## src/rtl/rr_grant_arbiter_if.sv

```systemverilog
// Request/grant bundle between requesting masters and the round-robin arbiter.
// The master side drives requests; the slave side (the arbiter) drives the grant signals.
interface rr_grant_arbiter_if #(
  parameter int NUM_REQ = 4,
  parameter int ID_W    = 2
);
  logic [NUM_REQ-1:0] req;
  logic [NUM_REQ-1:0] gnt;
  logic               gnt_valid;
  logic [ID_W-1:0]    gnt_id;
  logic               busy;

  modport master (
    output req,
    input  gnt,
    input  gnt_valid,
    input  gnt_id,
    input  busy
  );

  modport slave (
    input  req,
    output gnt,
    output gnt_valid,
    output gnt_id,
    output busy
  );
endinterface

```

## src/rtl/rr_grant_arbiter.sv

```systemverilog
// Round-robin arbiter for NUM_REQ requesters with a bounded hold time under contention
// and a one-cycle dead gap between successive owners. All outputs are registered.
//
// state      | meaning
// -----------+---------------------------------------------------------------
// ST_IDLE    | no owner, waiting for any request
// ST_GRANT   | one requester owns the resource, hold counter running
// ST_RELEASE | one-cycle dead gap, last_ptr already points at departing owner
module rr_grant_arbiter #(
  parameter int NUM_REQ  = 4,
  parameter int ID_W     = 2,
  parameter int MAX_HOLD = 8,
  parameter int HOLD_W   = 4
) (
  input logic          clock,
  input logic          reset,
  rr_grant_arbiter_if.slave bus
);

  if (ID_W != $clog2(NUM_REQ)) begin : g_bad_id_w
    $error("rr_grant_arbiter: ID_W must equal clog2(NUM_REQ)");
  end
  if (MAX_HOLD > (2 ** HOLD_W) - 1) begin : g_bad_hold_w
    $error("rr_grant_arbiter: MAX_HOLD does not fit in HOLD_W bits");
  end

  typedef enum logic [1:0] {
    ST_IDLE    = 2'd0,
    ST_GRANT   = 2'd1,
    ST_RELEASE = 2'd2
  } state_t;

  localparam logic [ID_W-1:0]   LAST_INIT  = ID_W'(NUM_REQ - 1);
  localparam logic [ID_W:0]     NUM_REQ_W  = (ID_W + 1)'(NUM_REQ);
  localparam bit                PREEMPT_EN = (MAX_HOLD != 0);
  // With preemption disabled the counter simply saturates at all-ones and is never consulted.
  localparam logic [HOLD_W-1:0] HOLD_LAST  = PREEMPT_EN ? HOLD_W'(MAX_HOLD - 1) : {HOLD_W{1'b1}};

  state_t              state;
  logic [ID_W-1:0]     last_ptr;
  logic [HOLD_W-1:0]   hold_cnt;

  logic [ID_W:0]       cand_sum;
  logic [ID_W-1:0]     cand_id;
  logic [ID_W-1:0]     win_id;
  logic                win_found;
  logic [NUM_REQ-1:0]  win_onehot;
  logic                owner_req;
  logic                others_waiting;
  logic                hold_expired;

  // Search upward from last_ptr+1, wrapping modulo NUM_REQ; last_ptr itself is tried last.
  always_comb begin
    cand_sum  = '0;
    cand_id   = '0;
    win_id    = '0;
    win_found = 1'b0;
    for (int k = 1; k <= NUM_REQ; k++) begin
      cand_sum = {1'b0, last_ptr} + (ID_W + 1)'(k);
      if (cand_sum >= NUM_REQ_W) begin
        cand_sum = cand_sum - NUM_REQ_W;
      end
      cand_id = cand_sum[ID_W-1:0];
      if (!win_found && bus.req[cand_id]) begin
        win_found = 1'b1;
        win_id    = cand_id;
      end
    end
  end

  always_comb begin
    win_onehot     = NUM_REQ'(1) << win_id;
    owner_req      = bus.req[bus.gnt_id];
    others_waiting = |(bus.req & ~bus.gnt);
    hold_expired   = PREEMPT_EN && (hold_cnt == HOLD_LAST) && others_waiting;
  end

  always_ff @(posedge clock or posedge reset) begin
    if (reset) begin
      state         <= ST_IDLE;
      bus.gnt       <= '0;
      bus.gnt_valid <= 1'b0;
      bus.gnt_id    <= '0;
      bus.busy      <= 1'b0;
      last_ptr      <= LAST_INIT;
      hold_cnt      <= '0;
    end else begin
      case (state)
        ST_IDLE: begin
          if (win_found) begin
            state         <= ST_GRANT;
            bus.gnt       <= win_onehot;
            bus.gnt_valid <= 1'b1;
            bus.gnt_id    <= win_id;
            bus.busy      <= 1'b1;
            hold_cnt      <= '0;
          end
        end

        ST_GRANT: begin
          // An owner drop and an expired hold lead to the same release path.
          if (!owner_req || hold_expired) begin
            state         <= ST_RELEASE;
            bus.gnt       <= '0;
            bus.gnt_valid <= 1'b0;
            last_ptr      <= bus.gnt_id;
          end else if (hold_cnt != HOLD_LAST) begin
            hold_cnt <= hold_cnt + 1'b1;
          end
        end

        ST_RELEASE: begin
          if (win_found) begin
            state         <= ST_GRANT;
            bus.gnt       <= win_onehot;
            bus.gnt_valid <= 1'b1;
            bus.gnt_id    <= win_id;
            hold_cnt      <= '0;
          end else begin
            state    <= ST_IDLE;
            bus.busy <= 1'b0;
          end
        end

        default: begin
          state         <= ST_IDLE;
          bus.gnt       <= '0;
          bus.gnt_valid <= 1'b0;
          bus.busy      <= 1'b0;
        end
      endcase
    end
  end

endmodule

```

## src/flat_wrapper.sv

```systemverilog
// flat-port wrapper written by rule: the top's interface ports become plain ports
module rr_grant_arbiter_flat 
#(
  parameter int NUM_REQ  = 4,
  parameter int ID_W     = 2,
  parameter int MAX_HOLD = 8,
  parameter int HOLD_W   = 4
)
  (clock, reset, bus_req, bus_gnt, bus_gnt_valid, bus_gnt_id, bus_busy);
  rr_grant_arbiter_if #(.NUM_REQ(NUM_REQ), .ID_W(ID_W)) bus_i ();
  input logic clock;
  input logic reset;
  input wire logic [$bits(bus_i.req)-1:0] bus_req;
  output wire logic [$bits(bus_i.gnt)-1:0] bus_gnt;
  output wire logic [$bits(bus_i.gnt_valid)-1:0] bus_gnt_valid;
  output wire logic [$bits(bus_i.gnt_id)-1:0] bus_gnt_id;
  output wire logic [$bits(bus_i.busy)-1:0] bus_busy;
  assign bus_i.req = bus_req;
  assign bus_gnt = bus_i.gnt;
  assign bus_gnt_valid = bus_i.gnt_valid;
  assign bus_gnt_id = bus_i.gnt_id;
  assign bus_busy = bus_i.busy;
  rr_grant_arbiter #(.NUM_REQ(NUM_REQ), .ID_W(ID_W), .MAX_HOLD(MAX_HOLD), .HOLD_W(HOLD_W)) u_core (.clock(clock), .reset(reset), .bus(bus_i));
endmodule
```

## config.mk

```make
export PLATFORM = sky130hd
export DESIGN_NAME = rr_grant_arbiter_flat
export DESIGN_NICKNAME = d
export VERILOG_FILES = /design/src/rtl/rr_grant_arbiter_if.sv /design/src/rtl/rr_grant_arbiter.sv /design/src/flat_wrapper.sv
export SDC_FILE = /design/constraint.sdc
export NUM_CORES = 1
export LEC_CHECK = 0
export ABC_AREA = 1
export CAP_MARGIN = 20
export CORE_ASPECT_RATIO = 1.2
export CORE_UTILIZATION = 50
export CTS_CLUSTER_SIZE = 30
export DETAILED_ROUTE_END_ITERATION = 6
export PLACE_DENSITY = 0.85
export SKIP_CTS_REPAIR_TIMING = 1
export SKIP_LAST_GASP = 1
export SYNTH_ARGS = -nofsm -noshare
export SYNTH_HDL_FRONTEND = slang
export SYNTH_SLANG_ARGS = --single-unit
```

## constraint.sdc

```tcl
create_clock -name clock -period 4.3 [get_ports clock]
set_clock_uncertainty 0.15 [all_clocks]
set_input_delay 0.86 -clock clock [delete_from_list [all_inputs] [get_ports clock]]
set_output_delay 0.86 -clock clock [all_outputs]
set_load 0.03 [all_outputs]
```

Word-level counts from Yosys, hierarchy flattened
Index checks and enable logic that the tools add are counted.
{ "totals": {"output_inout_bits": 8, "ramBits": 0, "word_cells": 96, "mem_bits_ro": 0, "inputBits": 6, "latchBits": 0, "n_memories": 0, "reg_bits": 16} }
{ "classes": {"muxes": 38, "n_lt_le_gt_ge": 9, "n_eq_ne": 10, "shifts": 1, "n_div": 0, "addsub": 9, "reduce_logical": 19, "multipliers": 0, "bitwise_logic": 3} }
{ "ops": {"columns": ["cell", "count"], "rows": [
  ["2-bit two-way mux", 10],
  ["4-bit two-way mux", 5],
  ["4-bit one-hot mux with 2 select lines", 2],
  ["2-bit by 3-bit less-than comparator with 1-bit output, second input constant", 5],
  ["1-bit two-way mux", 13],
  ["3-bit >= comparator, second input constant", 4],
  ["1-bit binary-select mux with 2-bit select", 5],
  ["2-bit by 1-bit != test with 1-bit output, second input constant", 4],
  ["2-bit AND reduction", 4],
  ["2-bit by 1-bit subtractor with 2-bit output, second input constant", 4],
  ["2-bit by 2-bit adder with 3-bit output, second input constant", 2],
  ["2-bit one-hot mux with 3 select lines", 1],
  ["4-bit by 1-bit adder with 4-bit output, second input constant", 1],
  ["4-bit AND", 1],
  ["4-bit by 3-bit equality test with 1-bit output, second input constant", 1],
  ["1-bit logical AND", 4],
  ["1-bit zero test", 4],
  ["2-bit != test, second input constant", 2],
  ["4-bit by 3-bit != test with 1-bit output, second input constant", 1],
  ["4-bit inverter", 1],
  ["4-bit AND reduction", 1],
  ["4-bit OR reduction", 1],
  ["1-bit by 2-bit left shift with 4-bit output, first input constant", 1],
  ["2-bit by 1-bit adder with 3-bit output, second input constant", 1],
  ["other kinds (11)", 11]
]} }

Logic depth before layout (Yosys ltp)
{ "logic_depth": {"word_depth": 18, "depth_mapped": 13, "mapped_depth_nobuf": 12} }

Worst setup path before layout
Ideal clock, no wire load.
{ "synth_timing": {"path_kind": "input -> register", "start": "input port bus_req[1]", "end": "register u_core.bus.gnt_id[0]", "stages": 9, "setup_ps": 119, "required_time_ps": 4031, "n_path_buf": 0, "t_arrival_ps": 1694, "path_slack_ps": 2337, "cell_sequence": "inv_1 -> nand2_1 -> nand3_1 -> nand2_1 -> nor2_4 -> nand3_4 -> nand2_4 -> inv_2 -> o21a_1"} }
{ "synth_between": {"elab_chain_len": 13, "word_cells_on_any_way": 23, "classes_between": "mux (16); reduce/logical (7)"} }
{ "synth_lines": {"columns": ["item", "line_no", "rtl"], "rows": [
  ["start: declaration", "flat_wrapper.sv:13", "input wire logic [$bits(bus_i.req)-1:0] bus_req;"],
  ["1-bit binary-select mux with 2-bit select", "rr_grant_arbiter.sv:64", "if (!win_found && bus.req[cand_id]) begin"],
  ["1-bit two-way mux (implied by the code)", "rr_grant_arbiter.sv:64", null],
  ["1-bit two-way mux", "rr_grant_arbiter.sv:64", null],
  ["1-bit zero test", "rr_grant_arbiter.sv:64", null],
  ["1-bit logical AND", "rr_grant_arbiter.sv:64", null],
  ["1-bit two-way mux", "rr_grant_arbiter.sv:64", null],
  ["1-bit zero test", "rr_grant_arbiter.sv:64", null],
  ["1-bit logical AND", "rr_grant_arbiter.sv:64", null],
  ["1-bit two-way mux", "rr_grant_arbiter.sv:64", null],
  ["1-bit zero test", "rr_grant_arbiter.sv:64", null],
  ["1-bit logical AND", "rr_grant_arbiter.sv:64", null],
  ["1-bit two-way mux", "rr_grant_arbiter.sv:64", null],
  ["2-bit AND reduction (no line)", null, null],
  ["end signal: assignment", "rr_grant_arbiter.sv:94", "bus.gnt_id <= win_id;"],
  ["end signal: assignment", "rr_grant_arbiter.sv:117", "bus.gnt_id <= win_id;"],
  ["end: declaration", "rr_grant_arbiter_if.sv:25", "output gnt_id,"]
]} }
Several ways; a longest one is shown, not always the timed one. The select of a mux whose other input is x is not followed.
A chain may end at the register's enable or synchronous reset.

Worst setup path in the final report
{ "layout_timing": {"start": "register u_core.bus.gnt_id[0]", "end": "output port bus_gnt_id[0]"} }
{ "layout_lines": {"columns": ["item", "line_no", "rtl"], "rows": [
  ["end: declaration", "flat_wrapper.sv:16", "output wire logic [$bits(bus_i.gnt_id)-1:0] bus_gnt_id;"]
]} }
No word-level cell between the ends.

==> out/metrics.cfg <==
[timing]
worst_slew_pin_slew_ns = 0.586
slew_violations = 0
period_share = 0.565
setup_violations = 0
fin_crit_ns = 2.43
slew_headroom = 0.609
rsz0062_at_grt = false
fmaxAchievable_ghz = 0.412
hold_viol_final = 0
finalSetupTns_ns = 0

[global_route]
grt.total_usage = 0.220
antenna_found_initial = 0
use_met3 = 0.0451
grt_max_degree = 17
top_usage_layer = met2
grt_use_met1 = 0.260
use_met2 = 0.358
grt_overflow = 0
grt_pass1_vias = 932
grt_first_pass_wirelength_um = 3680

[final_layout]
diodes = 0
fin_area_um2 = 1200
drive_above_1_share = 0.165
nFillCells = 153
final_common_cell = nand2_1
multiInputGateArea_um2 = 531
synthToLayoutAreaGrowth_pct = 15.1
final_cell_mix = nand2_1, inv_1, nand3_1
nets = 167
seq_area_um2 = 403

[critical_path]
r2r_start = u_core.last_ptr[0]
cp_slowest_cell = clkdlybuf4s50_1
crit_arrival_ns = 1.42
worst-path-max-fanout = 5
critPathLaunch = u_core.bus.gnt_id[0]
r2r.worst_path.cells = 11
crit_path_max_incr_delay_ns = 0.70
cp.required_ns = 3.29
crit_path_end_kind = primary output
endpoint = bus_gnt_id[0]
crit_chain = clkdlybuf4s50_1
setup.worst_path.class = flip-flop to primary output
crit-reg2reg-capture = u_core.hold_cnt[2]
worstSetupStartpointType = flip-flop
path_depth = 1
path_buf_inv = 1
r2r_setup_slack_ns = 2.38
critical_path.top_delay_family = buffers and inverters

[floorplan]
start_util = 0.551
die_y_um = 52.0
rows = 17
die-width_um = 43.7
ioPinCount = 14
coreArea_um2 = 1890
die_area_um2 = 2270

[route]
dr_total_vias = 976
drtAntennaViolNets = 0
drt-total-wl_um = 2060
dr.pass1.iters = 6
drc = 2
vias_per_cell = 5.51
drt_iter0_drc = 40
drt-wirelength-per-cell_um = 11.6

[power_and_ir_drop]
power_per_cell_area_nw_per_um2 = 809
combPwrFrac = 0.625
swShare = 0.522
ir_drop_mv = 0.469
internal_power_uw = 465
p_total_uw = 972
leakage_uw = 0.000618
p_seq_frac = 0.297
pwr-share-clk = 0.078
switching_power_uw = 507

[job]
max_cap_violations = 0

[placed_design]
portBuffers = 13
place_hpwl_um = 1610
gp_congestion = 0.847
placed_area_um2 = 1180

[clocking]
clk_path_buf_depth = 2
clock_latency_ns = 0.28
cts_tree = built
cts.sinks = 16
cts_root_buf = clkbuf_4
htree_num_levels = 1
cts_buffers = 3
clk_pin_slew_ns = 0.09

[hold_path]
holdCritPathClass = flip-flop to flip-flop

[logic_synthesis]
avgSynthCellArea_um2 = 7.25
ys_top_cells_by_area = dfrtp_1, nand2_1, nand3_1
yosys.area.top_type = dfrtp_1
synth_area_um2 = 1040
synth.net_count = 151
synth.top_cell.area_share = 0.336
ys_warn_count = 0
synth-async-reset-ratio = 1.00
yosys_register_bits = 16
synth-seq-area-share = 0.386
netlist_instances = 144
synth_flop_cell = dfrtp_1
synth-edff-count = 0
synth_cell_types = 26

[run_status]
violations = DRC
status = complete, but fails checks

-- final cells by class --
class	instances	share of cell area
well taps	19	0.0198
inverters	23	0.0760
clock buffers	3	0.0188
repair buffers	13	0.108
multi-input cells	103	0.442
flip-flops and latches	16	0.335
-- power by group through the flow --
| stage | Sequential [uW] | Combinational (uW) | Clock [uW] |
|---|---|---|---|
| floorplan | 312 | 449 | 0 |
| global placement | 288 | 589 | 0 |
| detailed placement | 289 | 607 | 0 |
| CTS | 287 | 611 | 78.5 |
| global route | 296 | 689 | 84.3 |
| finish | 288 | 607 | 76.1 |
-- stage by stage --
stage | hold slack (ns) | utilization | std cells | setup slack [ns]
6_report | 0.337 | 0.635 | 177 | 1.87
5_1_grt | 0.380 | 0.635 | 177 | 1.81
4_1_cts | 0.339 | 0.635 | 177 | 1.87
3_5_place_dp | 0.315 | 0.623 | 174 | 1.70
3_3_place_gp | 0.317 | 0.623 | 174 | 1.72
2_1_floorplan | 0.327 | - | 144 | 2.34
-- per-layer routing --
metal,wire [um],share of wire
met1,896,0.44
met2,1030,0.50
met3,91,0.044
met4,44,0.021
met5,0,0
-- worst min path at each step --
stage,from,to,slack [ns],cells after the start
after detailed placement,u_core.bus.gnt_valid,u_core.bus.gnt_valid,0.32,2
final,u_core.bus.gnt_valid,u_core.bus.gnt_valid,0.34,2
after floorplan,u_core.hold_cnt[0],u_core.hold_cnt[0],0.33,1
after global placement,u_core.bus.gnt_valid,u_core.bus.gnt_valid,0.32,2
after CTS,u_core.bus.gnt_valid,u_core.bus.gnt_valid,0.34,2
after global routing,u_core.bus.gnt_valid,u_core.bus.gnt_valid,0.38,2
-- cell usage after synthesis (2+ instances only) --
cell	number
nand2_1	46
inv_1	17
nand3_1	15
dfrtp_1	14
nand2_2	9
o21ai_1	8
inv_2	5
a21oi_1	4
nor2_1	4
dfstp_2	2
nand2_4	2
nand4_1	2
o21ai_0	2
o22ai_1	2
-- flip-flops by register name (all words and copies together), names as in the netlist --
signal                cells
u_core.bus.busy           1
u_core.hold_cnt           4
u_core.bus.gnt            4
u_core.bus.gnt_id         2
u_core.last_ptr           2
u_core.bus.gnt_valid      1
u_core.state              2
-- cell families (layout without fill, tap and decap cells) --
family          Yosys count  count (layout)  synth area share
compound gates           20              20             0.116
fa+ha+maj                 1               1            0.0120
xor+xnor                  1               1           0.00839
flops                    16              16             0.386
buf+inv                  25              39             0.106
simple gates             81              81             0.372
(Power assumes the default switching activity.)
==> edit: new RTL, same settings <==
`HOLD_W` is set to 4 in 2 places; all go to 5.
--- a/src/rtl/rr_grant_arbiter.sv
+++ b/src/rtl/rr_grant_arbiter.sv
@@ -10,7 +10,7 @@
   parameter int NUM_REQ  = 4,
   parameter int ID_W     = 2,
   parameter int MAX_HOLD = 8,
-  parameter int HOLD_W   = 4
+  parameter int HOLD_W   = 5
 ) (
   input logic          clock,
   input logic          reset,
--- a/src/flat_wrapper.sv
+++ b/src/flat_wrapper.sv
@@ -4,7 +4,7 @@
   parameter int NUM_REQ  = 4,
   parameter int ID_W     = 2,
   parameter int MAX_HOLD = 8,
-  parameter int HOLD_W   = 4
+  parameter int HOLD_W   = 5
 )
   (clock, reset, bus_req, bus_gnt, bus_gnt_valid, bus_gnt_id, bus_busy);
   rr_grant_arbiter_if #(.NUM_REQ(NUM_REQ), .ID_W(ID_W)) bus_i ();
Check against the original RTL: no difference found for any inputs over 10 cycles, from zero or initial values and one cycle with reset high; that may be too few to reach the edited logic, so the function may still have changed.
==> edit against the original RTL <==
Total power up 6.4%. Final cell count grew 14%. Routed wire length grew 24%. Critical path depth is 8 higher. Setup slack got worse by 0.013 ns. Sequential cell count grew 1. Sequential share of layout area decreased by 1.2 points. Synthesized area rose by 11%. Final area rose by 10%. Critical path type is now in2reg. Largest cell class unchanged. Highest routed layer unchanged.
==> edit: results (changes against the original RTL) <==
- **outcome** completed
- **leakage power of the design** 0.7066 nW, +14%
- **non-clock buffer count in the final layout** 13, unchanged
- **worst reg-to-reg setup slack** 2.24 ns, -0.14 ns
- **Compound-Gate Fraction of Synth Area** 6.182%, -5.4 points
- **share of the yosys chip area belonging to registers** 37.09%, -1.5 points
- **Sequential cell area** 427.9 um2, +6.2%
- **Worst Reg-to-Reg Cells** 11, unchanged
- **GRT Util Overall** 24.98%, +3.0 points
- **synthesis-to-finish area growth** 14.64%
- **data arrival time at the worst-slack endpoint** 2.48 ns, +1.06 ns
- **HPWL reported at the end of detailed placement** 1.986 mm, +24%
- **post-place setup slack** 1.613 ns, -0.08392 ns
- **total number of nets in the final design** 180, +7.8%
- **vias in the first global route** 1,058, +14%
- **nets in the synthesized netlist** 165, +9.3%
- **proportion of power drawn by combinational gates** 63.0%, +0.5 points
- **wire length reported by the detailed router** 2.559 mm, +24%
- **Yosys cell types** 25, -3.8%
- **net switching share of the total power** 52.74%, +0.57 points
- **number of DRC markers after the initial detailed-route iteration** 44, +10%
- **largest registers** u_core.hold_cnt (5), u_core.bus.gnt (4)
- **Post-Synthesis Cells** 158, +9.7%
- **post-detailed-placement cell area** 1295 um2, +9.9%
- **proportion of layout cells with a drive suffix above 1** 15.70%, -0.76 points
- **Seq/total area** 32.36%, -1.2 points
- **worst reg2reg path startpoint** u_core.last_ptr[0]$_DFFE_PP1P_
- **number of filler instances in the final layout** 196, +28%
- **DR WL/cell** 12.67 um, +9.0%
- **largest net degree at the start of global routing** 18, +1
- **maximum vdd ir drop** 441.7 uV, -5.8%
- **Fin Hold WS** 0.3324 ns, -0.004347 ns
- **ranking of synthesized cells by area** dfrtp_1, nand2_1, nand3_1, nand2_2, dfstp_2
- **clock network power** 0.0838 mW, +10%
- **stage delay of the slowest cell on the critical path** 0.47 ns, -0.23 ns
- **type of the worst min-delay path** reg2reg
- **Slew Limit Headroom** 57.92%, -3.0 points
- **Pre-antenna DRT Iters** 4, -2
- **comb_multi_in** 121, +17%
- **total combinational power** 0.652 mW, +7.4%
- **worst flop-to-flop path endpoint** u_core.bus.gnt[1]$_DFFE_PP0P_
- **multiplexer area fraction after synthesis** 0.8677%, +0.87 points
- **xor/xnor share of the synthesized area** 2.278%, +1.4 points
- **multi-input combinational area share** 48.06%, +3.9 points
- **non-clock buffering overhead in the final layout** 9.839%, -0.99 points
- **number of sequential cells** 17, +1
- **cell type of the slowest stage on the worst timing path** clkdlybuf4s50_1
- **first-pass GRT wire length** 4.519 mm, +23%
- **adder and majority gate portion of the synthesized area** 1.085%, -0.11 points
- **Cells after DPL** 198, +14%
- **detail-routed via count per cell** 5.490, -0.44%
- **most instantiated cells after synthesis** nand2_1, nand3_1, dfrtp_1
- **final weighted congestion in routability-driven placement** 0.8474, about the same
- **Non-Clock Inverter Count** 17, -26%
-- edit: cell count changes after synthesis, moves of 2 or more --
cell     unedited run  this run
nand2_1            46        54
o21ai_1             8         2
inv_1              17        14
nand3_1            15        18
nand4_1             2         5
nor2_1              4         7
o21ai_0             2         5
xor2_1              0         3
inv_2               5         3
nand2_2             9        11
-- edit: kinds of logic (layout without fill, tap and decap cells) --
kind of cell / Yosys count / in the layout
flip-flops: 17 / 17
multiplexers: 1 / 1
AO/OA/AOI/OAI: 13 / 13
adder cells (fa/ha/maj): 1 / 1
XOR/XNOR: 3 / 3
AND/OR/NAND/NOR: 103 / 103
buffers and inverters: 20 / 34
-- edit: worst max path at each step --
stage / end / slack (ns) / cells past startpoint / from
6_report: u_core.hold_cnt[4]$_DFFE_PP0P_ / 1.86 / 9 / bus_req[3]
5_1_grt: u_core.hold_cnt[1]$_DFFE_PP0P_ / 1.69 / 9 / bus_req[3]
4_1_cts: bus_gnt[1] / 1.90 / 1 / u_core.bus.gnt[1]$_DFFE_PP0P_
3_5_place_dp: u_core.hold_cnt[1]$_DFFE_PP0P_ / 1.61 / 9 / bus_req[3]
3_3_place_gp: u_core.bus.gnt_id[0]$_DFFE_PP0P_ / 1.70 / 11 / bus_req[1]
2_1_floorplan: u_core.hold_cnt[2]$_DFFE_PP0P_ / 2.33 / 8 / bus_req[1]
-- edit: metal layers --
metal | routed length (um) | vias up | GRT usage, %
li1 | - | 537 | -
met2 | 1377 | 31 | 42.96
met4 | 51 | 0 | 13.73
met5 | 0 | - | 0
met3 | 103 | 6 | 1.980
met1 | 1026 | 535 | 30.46
